**src/rtl/cache_arbiter_pkg.sv**
```systemverilog
// Shared types for the L2 port arbiter.
// Line/word types plus arbiter state and side encodings.
package cache_arbiter_pkg;

  typedef logic [15:0]  lc3b_word;
  typedef logic [127:0] lc3b_cache_line;

  typedef enum logic [1:0] {
    IDLE    = 2'd0,
    GRANT_I = 2'd1,
    GRANT_D = 2'd2
  } lc3b_arb_state;

  typedef enum logic {
    SIDE_I = 1'b0,
    SIDE_D = 1'b1
  } lc3b_arb_side;

  function automatic lc3b_arb_side other_side(
    input lc3b_arb_side s
  );
    return (s == SIDE_I) ? SIDE_D : SIDE_I;
  endfunction

endpackage

```
**src/rtl/cache_arbiter_if.sv**
```systemverilog
// Bus bundle between the I/D requesters, the arbiter and L2.
// slave = arbiter view, master = environment view.
interface cache_arbiter_if
  import cache_arbiter_pkg::*;
();

  logic           i_read;
  lc3b_word       i_address;
  lc3b_cache_line i_rdata;
  logic           i_resp;

  logic           d_read;
  logic           d_write;
  lc3b_word       d_address;
  lc3b_cache_line d_wdata;
  lc3b_cache_line d_rdata;
  logic           d_resp;

  logic           l2_read;
  logic           l2_write;
  lc3b_word       l2_address;
  lc3b_cache_line l2_wdata;
  lc3b_cache_line l2_rdata;
  logic           l2_mem_resp;

  modport slave (
    input  i_read, i_address,
    input  d_read, d_write, d_address, d_wdata,
    input  l2_rdata, l2_mem_resp,
    output i_rdata, i_resp,
    output d_rdata, d_resp,
    output l2_read, l2_write, l2_address, l2_wdata
  );

  modport master (
    output i_read, i_address,
    output d_read, d_write, d_address, d_wdata,
    output l2_rdata, l2_mem_resp,
    input  i_rdata, i_resp,
    input  d_rdata, d_resp,
    input  l2_read, l2_write, l2_address, l2_wdata
  );

endinterface

```
**src/rtl/cache_arbiter_fsm.sv**
```systemverilog
// Grant FSM: state, last grant side and contention counter.
// Round-robin on contention, grant held until L2 resp or abort.
module cache_arbiter_fsm
  import cache_arbiter_pkg::*;
#(
  parameter int CNT_WIDTH = 16
) (
  input  logic                 clk,
  input  logic                 reset,
  input  logic                 i_req,
  input  logic                 d_req,
  input  logic                 l2_mem_resp,
  output lc3b_arb_state        state,
  output logic [CNT_WIDTH-1:0] contention_count
);

  localparam logic [CNT_WIDTH-1:0] CNT_ONE =
    {{(CNT_WIDTH-1){1'b0}}, 1'b1};

  lc3b_arb_state        state_q, state_d;
  lc3b_arb_side         last_q, last_d;
  logic [CNT_WIDTH-1:0] cnt_q, cnt_d;

  // Next-state, last-grant and saturating counter update
  always_comb begin
    state_d = state_q;
    last_d  = last_q;
    cnt_d   = cnt_q;
    case (state_q)
      IDLE: begin
        if (i_req && d_req) begin
          last_d  = other_side(last_q);
          state_d = (last_d == SIDE_I) ? GRANT_I
                                       : GRANT_D;
          if (cnt_q != '1) begin
            cnt_d = cnt_q + CNT_ONE;
          end
        end else if (i_req) begin
          last_d  = SIDE_I;
          state_d = GRANT_I;
        end else if (d_req) begin
          last_d  = SIDE_D;
          state_d = GRANT_D;
        end
      end
      GRANT_I: begin
        if (l2_mem_resp || !i_req) begin
          state_d = IDLE;
        end
      end
      GRANT_D: begin
        if (l2_mem_resp || !d_req) begin
          state_d = IDLE;
        end
      end
      default: state_d = IDLE;
    endcase
  end

  // State registers, cleared asynchronously
  always_ff @(posedge clk or posedge reset) begin
    if (reset) begin
      state_q <= IDLE;
      last_q  <= SIDE_I;
      cnt_q   <= '0;
    end else begin
      state_q <= state_d;
      last_q  <= last_d;
      cnt_q   <= cnt_d;
    end
  end

  assign state            = state_q;
  assign contention_count = cnt_q;

endmodule

```
**src/rtl/cache_arbiter.sv**
```systemverilog
// Shares one L2 port between the I-side and D-side miss paths.
// Output muxes here; arbitration state lives in the FSM.
module cache_arbiter
  import cache_arbiter_pkg::*;
#(
  parameter int CNT_WIDTH = 16
) (
  input  logic                 clk,
  input  logic                 reset,
  cache_arbiter_if.slave       bus,
  output logic [CNT_WIDTH-1:0] contention_count
);

  lc3b_arb_state state;
  logic          i_req;
  logic          d_req;

  assign i_req = bus.i_read;
  assign d_req = bus.d_read | bus.d_write;

  cache_arbiter_fsm #(
    .CNT_WIDTH (CNT_WIDTH)
  ) u_fsm (
    .clk              (clk),
    .reset            (reset),
    .i_req            (i_req),
    .d_req            (d_req),
    .l2_mem_resp      (bus.l2_mem_resp),
    .state            (state),
    .contention_count (contention_count)
  );

  // Route the granted side onto L2; strobes follow the requester
  always_comb begin
    bus.l2_read    = 1'b0;
    bus.l2_write   = 1'b0;
    bus.l2_address = '0;
    bus.l2_wdata   = '0;
    case (state)
      GRANT_I: begin
        bus.l2_read    = bus.i_read;
        bus.l2_address = bus.i_address;
      end
      GRANT_D: begin
        bus.l2_write   = bus.d_write;
        bus.l2_read    = bus.d_read & ~bus.d_write;
        bus.l2_address = bus.d_address;
        bus.l2_wdata   = bus.d_wdata;
      end
      default: begin
        bus.l2_read  = 1'b0;
        bus.l2_write = 1'b0;
      end
    endcase
  end

  assign bus.i_rdata = bus.l2_rdata;
  assign bus.d_rdata = bus.l2_rdata;
  assign bus.i_resp  = (state == GRANT_I) & bus.l2_mem_resp;
  assign bus.d_resp  = (state == GRANT_D) & bus.l2_mem_resp;

endmodule

```
**src/flat_wrapper.sv**
```systemverilog
// flat-port wrapper written by rule: the top's interface ports become plain ports
module cache_arbiter_flat import cache_arbiter_pkg::*;
#(
  parameter int CNT_WIDTH = 16
)
  (clk, reset, contention_count, bus_i_read, bus_i_address, bus_d_read, bus_d_write, bus_d_address, bus_d_wdata, bus_l2_rdata, bus_l2_mem_resp, bus_i_rdata, bus_i_resp, bus_d_rdata, bus_d_resp, bus_l2_read, bus_l2_write, bus_l2_address, bus_l2_wdata);
  cache_arbiter_if bus_i ();
  input  logic clk;
  input  logic reset;
  output logic [CNT_WIDTH-1:0] contention_count;
  input wire logic [$bits(bus_i.i_read)-1:0] bus_i_read;
  input wire logic [$bits(bus_i.i_address)-1:0] bus_i_address;
  input wire logic [$bits(bus_i.d_read)-1:0] bus_d_read;
  input wire logic [$bits(bus_i.d_write)-1:0] bus_d_write;
  input wire logic [$bits(bus_i.d_address)-1:0] bus_d_address;
  input wire logic [$bits(bus_i.d_wdata)-1:0] bus_d_wdata;
  input wire logic [$bits(bus_i.l2_rdata)-1:0] bus_l2_rdata;
  input wire logic [$bits(bus_i.l2_mem_resp)-1:0] bus_l2_mem_resp;
  output wire logic [$bits(bus_i.i_rdata)-1:0] bus_i_rdata;
  output wire logic [$bits(bus_i.i_resp)-1:0] bus_i_resp;
  output wire logic [$bits(bus_i.d_rdata)-1:0] bus_d_rdata;
  output wire logic [$bits(bus_i.d_resp)-1:0] bus_d_resp;
  output wire logic [$bits(bus_i.l2_read)-1:0] bus_l2_read;
  output wire logic [$bits(bus_i.l2_write)-1:0] bus_l2_write;
  output wire logic [$bits(bus_i.l2_address)-1:0] bus_l2_address;
  output wire logic [$bits(bus_i.l2_wdata)-1:0] bus_l2_wdata;
  assign bus_i.i_read = bus_i_read;
  assign bus_i.i_address = bus_i_address;
  assign bus_i.d_read = bus_d_read;
  assign bus_i.d_write = bus_d_write;
  assign bus_i.d_address = bus_d_address;
  assign bus_i.d_wdata = bus_d_wdata;
  assign bus_i.l2_rdata = bus_l2_rdata;
  assign bus_i.l2_mem_resp = bus_l2_mem_resp;
  assign bus_i_rdata = bus_i.i_rdata;
  assign bus_i_resp = bus_i.i_resp;
  assign bus_d_rdata = bus_i.d_rdata;
  assign bus_d_resp = bus_i.d_resp;
  assign bus_l2_read = bus_i.l2_read;
  assign bus_l2_write = bus_i.l2_write;
  assign bus_l2_address = bus_i.l2_address;
  assign bus_l2_wdata = bus_i.l2_wdata;
  cache_arbiter #(.CNT_WIDTH(CNT_WIDTH)) u_core (.clk(clk), .reset(reset), .bus(bus_i), .contention_count(contention_count));
endmodule
```
**config.mk**
```make
export PLATFORM = sky130hd
export DESIGN_NAME = cache_arbiter_flat
export DESIGN_NICKNAME = d
export VERILOG_FILES = /design/src/rtl/cache_arbiter_pkg.sv /design/src/rtl/cache_arbiter_if.sv /design/src/rtl/cache_arbiter_fsm.sv /design/src/rtl/cache_arbiter.sv /design/src/flat_wrapper.sv
export SDC_FILE = /design/constraint.sdc
export NUM_CORES = 1
export LEC_CHECK = 0
export BUFFER_PORTS_ARGS = -buffer_cell sky130_fd_sc_hd__buf_2
export CAP_MARGIN = 20
export CORE_AREA = 10 10 267 269
export CTS_BUF_LIST = sky130_fd_sc_hd__clkbuf_2 sky130_fd_sc_hd__clkbuf_4 sky130_fd_sc_hd__clkbuf_8
export CTS_CLUSTER_DIAMETER = 40
export CTS_CLUSTER_SIZE = 25
export DETAILED_ROUTE_END_ITERATION = 8
export DIE_AREA = 0 0 277 279
export GPL_TIMING_DRIVEN = 0
export PLACE_DENSITY = 0.3
export SYNTH_ARGS = -nofsm -noshare
export SYNTH_HDL_FRONTEND = slang
export SYNTH_SLANG_ARGS = --single-unit
```
**constraint.sdc**
```tcl
create_clock -name clk -period 1.6 [get_ports clk]
set_clock_uncertainty 0.1 [all_clocks]
set_input_delay 0 -clock clk [delete_from_list [all_inputs] [get_ports clk]]
set_output_delay 0 -clock clk [all_outputs]
set_load 0.01 [all_outputs]
```
==> flow_summary_export.csv, run 1 <==
group,metric,value,unit
global_route,first_pass_grt_wire_length,52600,µm
yosys,syn_nets,834,
clock_tree,cts_tree,"done",
setup_path,reg2reg_from,"u_core.u_fsm.state[1]",
detailed_routing,drtAntennaViolNets,0,
setup_path,worstSetupEndpointType,"primary output",
yosys,post-synth-top-count-cell,"sky130_fd_sc_hd__buf_4",
yosys,yosys.cell_types.count,35,
sta,final_max_slew_viol_count,0,
layout,layout_cell_share_with_drive_strength_beyond_1,86.7,%
layout,regArea,485,µm²
power,power.static_leakage,5.28,nW
clock_tree,insertion_delay,0.30,ns
setup_path,arrival,1.68,ns
clock_tree,numClockSinks,19,
floorplan,die-width,277,µm
global_route,vias_in_the_first_global_route,6090,
yosys,synth_area_per_cell,7.64,µm²
setup_path,path_delay_family,"buffers and inverters",
yosys,syn-cell-area,0.00410,mm²
layout,nets,1465,
detailed_routing,viasPerCell,2.80,
setup_path,timing.critical_path.fanout_max,10,
floorplan,initial_utilization,6.24,%
setup_path,critPathBufInv,4,
placement,dp.cells,1986,
worst_hold_path,hold_class,"input pin to async pin",
clock_tree,cts-buffers-inserted,3,
layout,finalNonFillerCells,2034,
layout,filler_cell_count,7490,
floorplan,io_pins,714,
placement,port-buffer-count,585,
sta,tightest_slew,0.497,ns
yosys,postSynthCellCount,536,
placement,globalplace.congestion,0.808,
yosys,synth.area.top_cells,"sky130_fd_sc_hd__buf_4 (47%), sky130_fd_sc_hd__and2_1 (20%), sky130_fd_sc_hd__dfrtp_1 (12%)",
yosys,synth_top_cells_by_count,"sky130_fd_sc_hd__buf_4 (256), sky130_fd_sc_hd__and2_1 (131), sky130_fd_sc_hd__clkbuf_1 (19), sky130_fd_sc_hd__dfrtp_1 (19), sky130_fd_sc_hd__nor2b_1 (17)",
setup_path,cp-start-kind,"register",
sta,max-slew-margin-rel,66.7,%
clock_tree,clock_tree.htree_level_count,1,
floorplan,core-area,0.0656,mm²
detailed_routing,route.detailed.wl_per_inst,19.9,µm
floorplan,fp-row-count,94,
layout,flow.area_growth_from_synthesis,137,%
global_route,grt_max_degree,17,
yosys,asyncSetResetFlopFracSynth,100,%
setup_path,crit_start,"u_core.u_fsm.state[0]",
yosys,dominantRegCellSynth,"sky130_fd_sc_hd__dfrtp_1",
global_route,antenna_violations_before_repair,11,
global_route,grt_remaining_overflow,0,
detailed_routing,drc,0,
clock_tree,clk_pin_slew_worst_paths,0.10,ns
detailed_routing,number_of_vias_in_the_routed_layout,5690,
sta,post-route-worst-setup-slack,-0.177,ns
sta,rsz0062_at_grt,"yes",
setup_path,timing_worst_setup_path_type,"register to primary output",
yosys,synth_top_area_share,46.9,%
sta,finalSetupViolCount,162,
floorplan,fp.dieH,279,µm
global_route,grt_usage,9.57,%
floorplan,full_die_area,0.0773,mm²
status,failed_checks,"setup timing",
sta,final.period_utilization,111,%
power,irDropWorstVdd,0.391,mV
layout,multi_input_area,0.00202,mm²
yosys,synth-seq-area-share,11.6,%
detailed_routing,detailed_routing_iterations_pass_1,5,
placement,hpwl,37000,µm
sta,final.min_clock_period,1.78,ns
clock_tree,clockRootBuffer,"sky130_fd_sc_hd__clkbuf_8",
run,max-cap-violations,0,
setup_path,critical-path-slowest-cell,"sky130_fd_sc_hd__dfrtp_1",
setup_path,cp.required,1.50,ns
sta,setup-tns-final,-17.25,ns
detailed_routing,total_wire_length,40400,µm
yosys,synth_area_leader_cell,"sky130_fd_sc_hd__buf_4",
power,p_per_area,1000,mW/mm²
yosys,synth_enable_flop_cells,0,
sta,clock.fmax,0.563,GHz
clock_tree,buffer_levels_on_the_longest_clock_path,2,
yosys,synth-warning-count,0,
status,run_status,"complete, but fails checks",
yosys,synth.ff_latch_count,19,
detailed_routing,dr.first_iter.drc_count,148,
sta,finalHoldViolCount,0,
setup_path,worst_path_largest_cell_delay,0.40,ns
setup_path,timing.critical_path.cells,"inv_2 > ha_4 > clkbuf_16 > buf_4 > and2_1 > buf_6",
-- area by class of cell --
cell class	count	area share, %
Antenna cell	4	0.103
Buffer	274	22.6
Clock buffer	3	0.426
Clock inverter	1	0.0774
Inverter	4	0.155
Multi-Input combinational cell	238	20.8
Sequential cell	19	5.00
Tap cell	864	11.1
Timing Repair Buffer	627	39.6
-- metal layers --
metal	GRT usage [%]	vias up	routed length, µm
li1	-	2705	-
met1	9.26	2569	13700
met2	17.3	372	20800
met3	5.98	32	5340
met4	1.48	12	540
met5	0	-	87
-- final timing paths --
kind                       slack, ns  depth (start not counted)                           endpoint
max reg2reg                    -0.15                          7  u_core.u_fsm.contention_count[13]
min                             0.07                          3  u_core.u_fsm.contention_count[12]
min reg2reg                     0.42                          1                u_core.u_fsm.last_q
max                            -0.18                          6                   bus_l2_wdata[71]
max in group asynchronous       0.91                          4   u_core.u_fsm.contention_count[0]
min in group clk                0.09                          2                    bus_d_rdata[87]
-- tightest hold or removal path: cells and delay by family --
kind                   cells  cell delay [ns]
buffers and inverters      3             0.87
-- layout by cell type, fill, tap and decap left out, types with 2 or more instances in the layout --
cell type / netlist / final
sky130_fd_sc_hd__nor2_1: 2 / 2
sky130_fd_sc_hd__buf_2: 0 / 512
sky130_fd_sc_hd__a21oi_2: 0 / 3
sky130_fd_sc_hd__xor2_1: 8 / 8
sky130_fd_sc_hd__buf_12: 0 / 3
sky130_fd_sc_hd__and2_4: 0 / 55
sky130_fd_sc_hd__and4_1: 2 / 2
sky130_fd_sc_hd__clkbuf_16: 0 / 10
sky130_fd_sc_hd__inv_1: 4 / 2
sky130_fd_sc_hd__nor3_4: 0 / 3
sky130_fd_sc_hd__buf_6: 0 / 56
sky130_fd_sc_hd__clkbuf_8: 0 / 5
sky130_fd_sc_hd__buf_8: 0 / 13
sky130_fd_sc_hd__nand3_1: 3 / 3
sky130_fd_sc_hd__ha_4: 0 / 4
sky130_fd_sc_hd__or2_4: 0 / 2
sky130_fd_sc_hd__a21oi_1: 7 / 4
sky130_fd_sc_hd__and2_1: 131 / 76
sky130_fd_sc_hd__diode_2: 0 / 4
sky130_fd_sc_hd__nand2_1: 6 / 5
sky130_fd_sc_hd__o21ai_0: 2 / 2
sky130_fd_sc_hd__o211ai_1: 2 / 2
sky130_fd_sc_hd__dlygate4sd3_1: 0 / 3
sky130_fd_sc_hd__xnor2_1: 3 / 3
sky130_fd_sc_hd__nand4_1: 4 / 4
sky130_fd_sc_hd__clkbuf_4: 0 / 3
sky130_fd_sc_hd__a31oi_1: 6 / 6
sky130_fd_sc_hd__and3_1: 2 / 2
sky130_fd_sc_hd__a22oi_2: 0 / 16
sky130_fd_sc_hd__dfrtp_1: 19 / 11
sky130_fd_sc_hd__nor4_4: 2 / 5
sky130_fd_sc_hd__buf_4: 256 / 298
sky130_fd_sc_hd__inv_2: 0 / 2
sky130_fd_sc_hd__dfrtp_2: 0 / 8
sky130_fd_sc_hd__nor2b_1: 17 / 16
-- stage by stage --
stage	utilization, %	total power, mW	setup slack (ns)	cell area (µm²)	hold slack (ns)
after global routing	14.8	10.5	-0.288	9700	0.0756
after floorplan	-	3.68	-0.0481	4120	-0.149
final	14.8	9.75	-0.177	9700	0.0729
after CTS	13.9	8.93	-0.224	9100	0.0732
after detailed placement	12.4	6.83	-0.739	8160	-0.134
after global placement	12.4	6.86	-0.704	8130	0.0909
-- power breakdown --
group | switching, mW | internal, mW
Sequential | 0.123 | 0.586
Combinational | 4.03 | 4.58
Clock | 0.247 | 0.178
-- repair_timing --
action	in CTS	in global routing
hold endpoints to repair	22	0
setup endpoints to repair	166	166
pin swaps	30	21
resized for setup	180	120
setup buffers	24	8
cloned	2	4
hold buffers	3	0
-- flip-flops by register name, summed over array words and instances, names as in the netlist --
signal	flops
u_core.u_fsm.state	2
u_core.u_fsm.contention_count	16
u_core.u_fsm.last_q	1
-- logic make-up after synthesis --
logic type,after synthesis,share of synthesized area (%)
AO/OA/AOI/OAI,37,6.35
XOR/XNOR,11,2.35
multiplexers,1,0.366
AND/OR/NAND/NOR,185,29.1
buffers and inverters,279,49.0
flip-flops,19,11.6
adder cells (fa/ha/maj),4,1.22
Note: power is estimated with default switching activity, not from simulation.
==> run 2, diff against run 1 <==
PLACE_DENSITY = not set   (was 0.3)
==> flow_summary_export.csv, run 2 (synthesis gave the netlist of run 1 again) <==
group,metric,value,unit
setup_path,timing_worst_setup_path_type,"register to primary output",
placement,placed_instance_area,0.00813,mm²
floorplan,full_die_area,0.0773,mm²
global_route,grt_remaining_overflow,0,
clock_tree,cts_tree,"done",
layout,layout_cell_share_with_drive_strength_beyond_1,86.2,%
floorplan,fp.dieH,279,µm
clock_tree,insertion_delay,0.29,ns
detailed_routing,drc,0,
detailed_routing,dr.first_iter.drc_count,239,
sta,post-route-worst-setup-slack,-0.247,ns
setup_path,critPathBufInv,3,
global_route,antenna_violations_before_repair,13,
layout,design_area,0.00959,mm²
setup_path,cp-start-kind,"register",
sta,clock.fmax,0.541,GHz
detailed_routing,detailed_routing_iterations_pass_1,4,
sta,rsz0062_at_grt,"yes",
placement,globalplace.congestion,0.840,
detailed_routing,total_wire_length,37800,µm
setup_path,worst_path_largest_cell_delay,0.40,ns
sta,max-slew-margin-rel,37.6,%
layout,largest_reg_flops,16,
floorplan,io_pins,714,
global_route,first_pass_grt_wire_length,49000,µm
sta,finalHoldViolCount,0,
placement,port-buffer-count,585,
setup_path,worstSetupEndpointType,"primary output",
detailed_routing,drtAntennaViolNets,0,
placement,hpwl,33400,µm
layout,nets,1460,
clock_tree,numClockSinks,19,
detailed_routing,route.detailed.wl_per_inst,18.7,µm
layout,filler_cell_count,7471,
floorplan,initial_utilization,6.24,%
floorplan,die-width,277,µm
setup_path,cp.required,1.50,ns
sta,final.period_utilization,115,%
setup_path,path_delay_family,"buffers and inverters",
power,power.static_leakage,5.24,nW
layout,insertedDiodeCount,0,
setup_path,arrival,1.75,ns
detailed_routing,number_of_vias_in_the_routed_layout,5750,
global_route,grt_max_degree,20,
clock_tree,clockRootBuffer,"sky130_fd_sc_hd__clkbuf_8",
run,max-cap-violations,0,
global_route,vias_in_the_first_global_route,6292,
power,irDropWorstVdd,0.411,mV
power,p_per_area,1000,mW/mm²
floorplan,core-area,0.0656,mm²
clock_tree,cts-buffers-inserted,3,
clock_tree,clock_tree.htree_level_count,1,
layout,mostFrequentLayoutCell,"sky130_fd_sc_hd__buf_2",
global_route,grt_usage,8.71,%
setup_path,timing.critical_path.cells,"buf_4 > ha_4 > clkbuf_16 > a22oi_2 > nor2b_1 > buf_2",
layout,flow.area_growth_from_synthesis,134,%
layout,final_cell_mix,"sky130_fd_sc_hd__buf_2 (508), sky130_fd_sc_hd__buf_4 (287), sky130_fd_sc_hd__buf_6 (74)",
floorplan,fp-row-count,94,
setup_path,timing.critical_path.fanout_max,8,
sta,final_max_slew_viol_count,0,
worst_hold_path,hold_class,"input pin to primary output",
sta,tightest_slew,0.935,ns
sta,final.min_clock_period,1.85,ns
clock_tree,buffer_levels_on_the_longest_clock_path,2,
detailed_routing,viasPerCell,2.84,
clock_tree,clk_pin_slew_worst_paths,0.10,ns
power,power,9.61,mW
status,run_status,"complete, but fails checks",
status,failed_checks,"setup timing",
setup_path,critical-path-slowest-cell,"sky130_fd_sc_hd__dfrtp_1",
sta,finalSetupViolCount,162,
==> run 2: changes by cell type in the layout (fill, tap and decap cells not counted), moves of 2 or more <==
| cell | before | now |
|---|---|---|
| sky130_fd_sc_hd__a22oi_1 | 0 | 10 |
| sky130_fd_sc_hd__a22oi_2 | 16 | 6 |
| sky130_fd_sc_hd__and2_1 | 76 | 68 |
| sky130_fd_sc_hd__and2_4 | 55 | 63 |
| sky130_fd_sc_hd__buf_2 | 512 | 508 |
| sky130_fd_sc_hd__buf_4 | 298 | 287 |
| sky130_fd_sc_hd__buf_6 | 56 | 74 |
| sky130_fd_sc_hd__buf_8 | 13 | 11 |
| sky130_fd_sc_hd__clkbuf_16 | 10 | 7 |
| sky130_fd_sc_hd__clkbuf_4 | 3 | 1 |
| sky130_fd_sc_hd__dfrtp_1 | 11 | 14 |
| sky130_fd_sc_hd__dfrtp_2 | 8 | 5 |
| sky130_fd_sc_hd__diode_2 | 4 | 0 |
==> run 2: worst paths after layout <==
| check | startpoint | end | slack (ns) | cells after the start |
|---|---|---|---|---|
| worst max-delay path | u_core.u_fsm.state[1] | bus_l2_address[15] | -0.25 | 6 |
| worst min-delay path | bus_l2_rdata[20] | bus_i_rdata[20] | 0.09 | 2 |
| worst max register to register | u_core.u_fsm.state[0] | u_core.u_fsm.contention_count[14] | -0.16 | 8 |
| worst min register to register | u_core.u_fsm.last_q | u_core.u_fsm.last_q | 0.42 | 1 |
| max in group asynchronous | reset | u_core.u_fsm.contention_count[0] | 0.40 | 3 |
| min in group asynchronous | reset | u_core.u_fsm.contention_count[1] | 0.37 | 3 |
==> run 2: power by group <==
group	internal, mW	total, mW	switching, mW
combinational	4.54	8.51	3.97
sequential	0.586	0.695	0.110
clock	0.177	0.412	0.234
total	5.30	9.61	4.31
==> run 2: per-stage QoR <==
step           worst slack, ns  instances  hold slack [ns]  TNS (ns)  utilization (%)
6_report                -0.247       2025           0.0861    -22.22             14.6
3_3_place_gp             -1.07       1985           0.0888    -88.89             12.4
5_1_grt                 -0.327       2025           0.0917    -39.13             14.6
3_5_place_dp             -1.10       1985           0.0889    -90.50             12.4
4_1_cts                 -0.259       2015           0.0889    -31.54             14.0
2_1_floorplan          -0.0481        536           -0.149    -0.105                -
==> run 2: final cells by class <==
class | instances | area [µm²] | area share, %
Buffer | 274 | 2250 | 23.5
Multi-Input combinational cell | 238 | 1970 | 20.6
Sequential cell | 19 | 482 | 5.02
Clock inverter | 1 | 7.51 | 0.0783
Tap cell | 864 | 1080 | 11.3
Inverter | 4 | 15.0 | 0.157
Clock buffer | 3 | 41.3 | 0.431
Timing Repair Buffer | 622 | 3740 | 39.0
==> run 2: what timing repair did <==
| item | in CTS | in global routing |
|---|---|---|
| pin swaps | 20 | 7 |
| gates resized for setup | 205 | 98 |
| endpoints found under the setup margin | 166 | 165 |
| setup buffers | 19 | 6 |
| cloned | 5 | 5 |
| hold buffers | 3 | 0 |
| endpoints found under the hold margin | 21 | 0 |
==> run 2: per-layer routing <==
layer	wire length [µm]	GRT usage, %
met3	4680	3.78
met1	13200	9.09
met5	51	0
met4	454	0.516
met2	19400	16.6
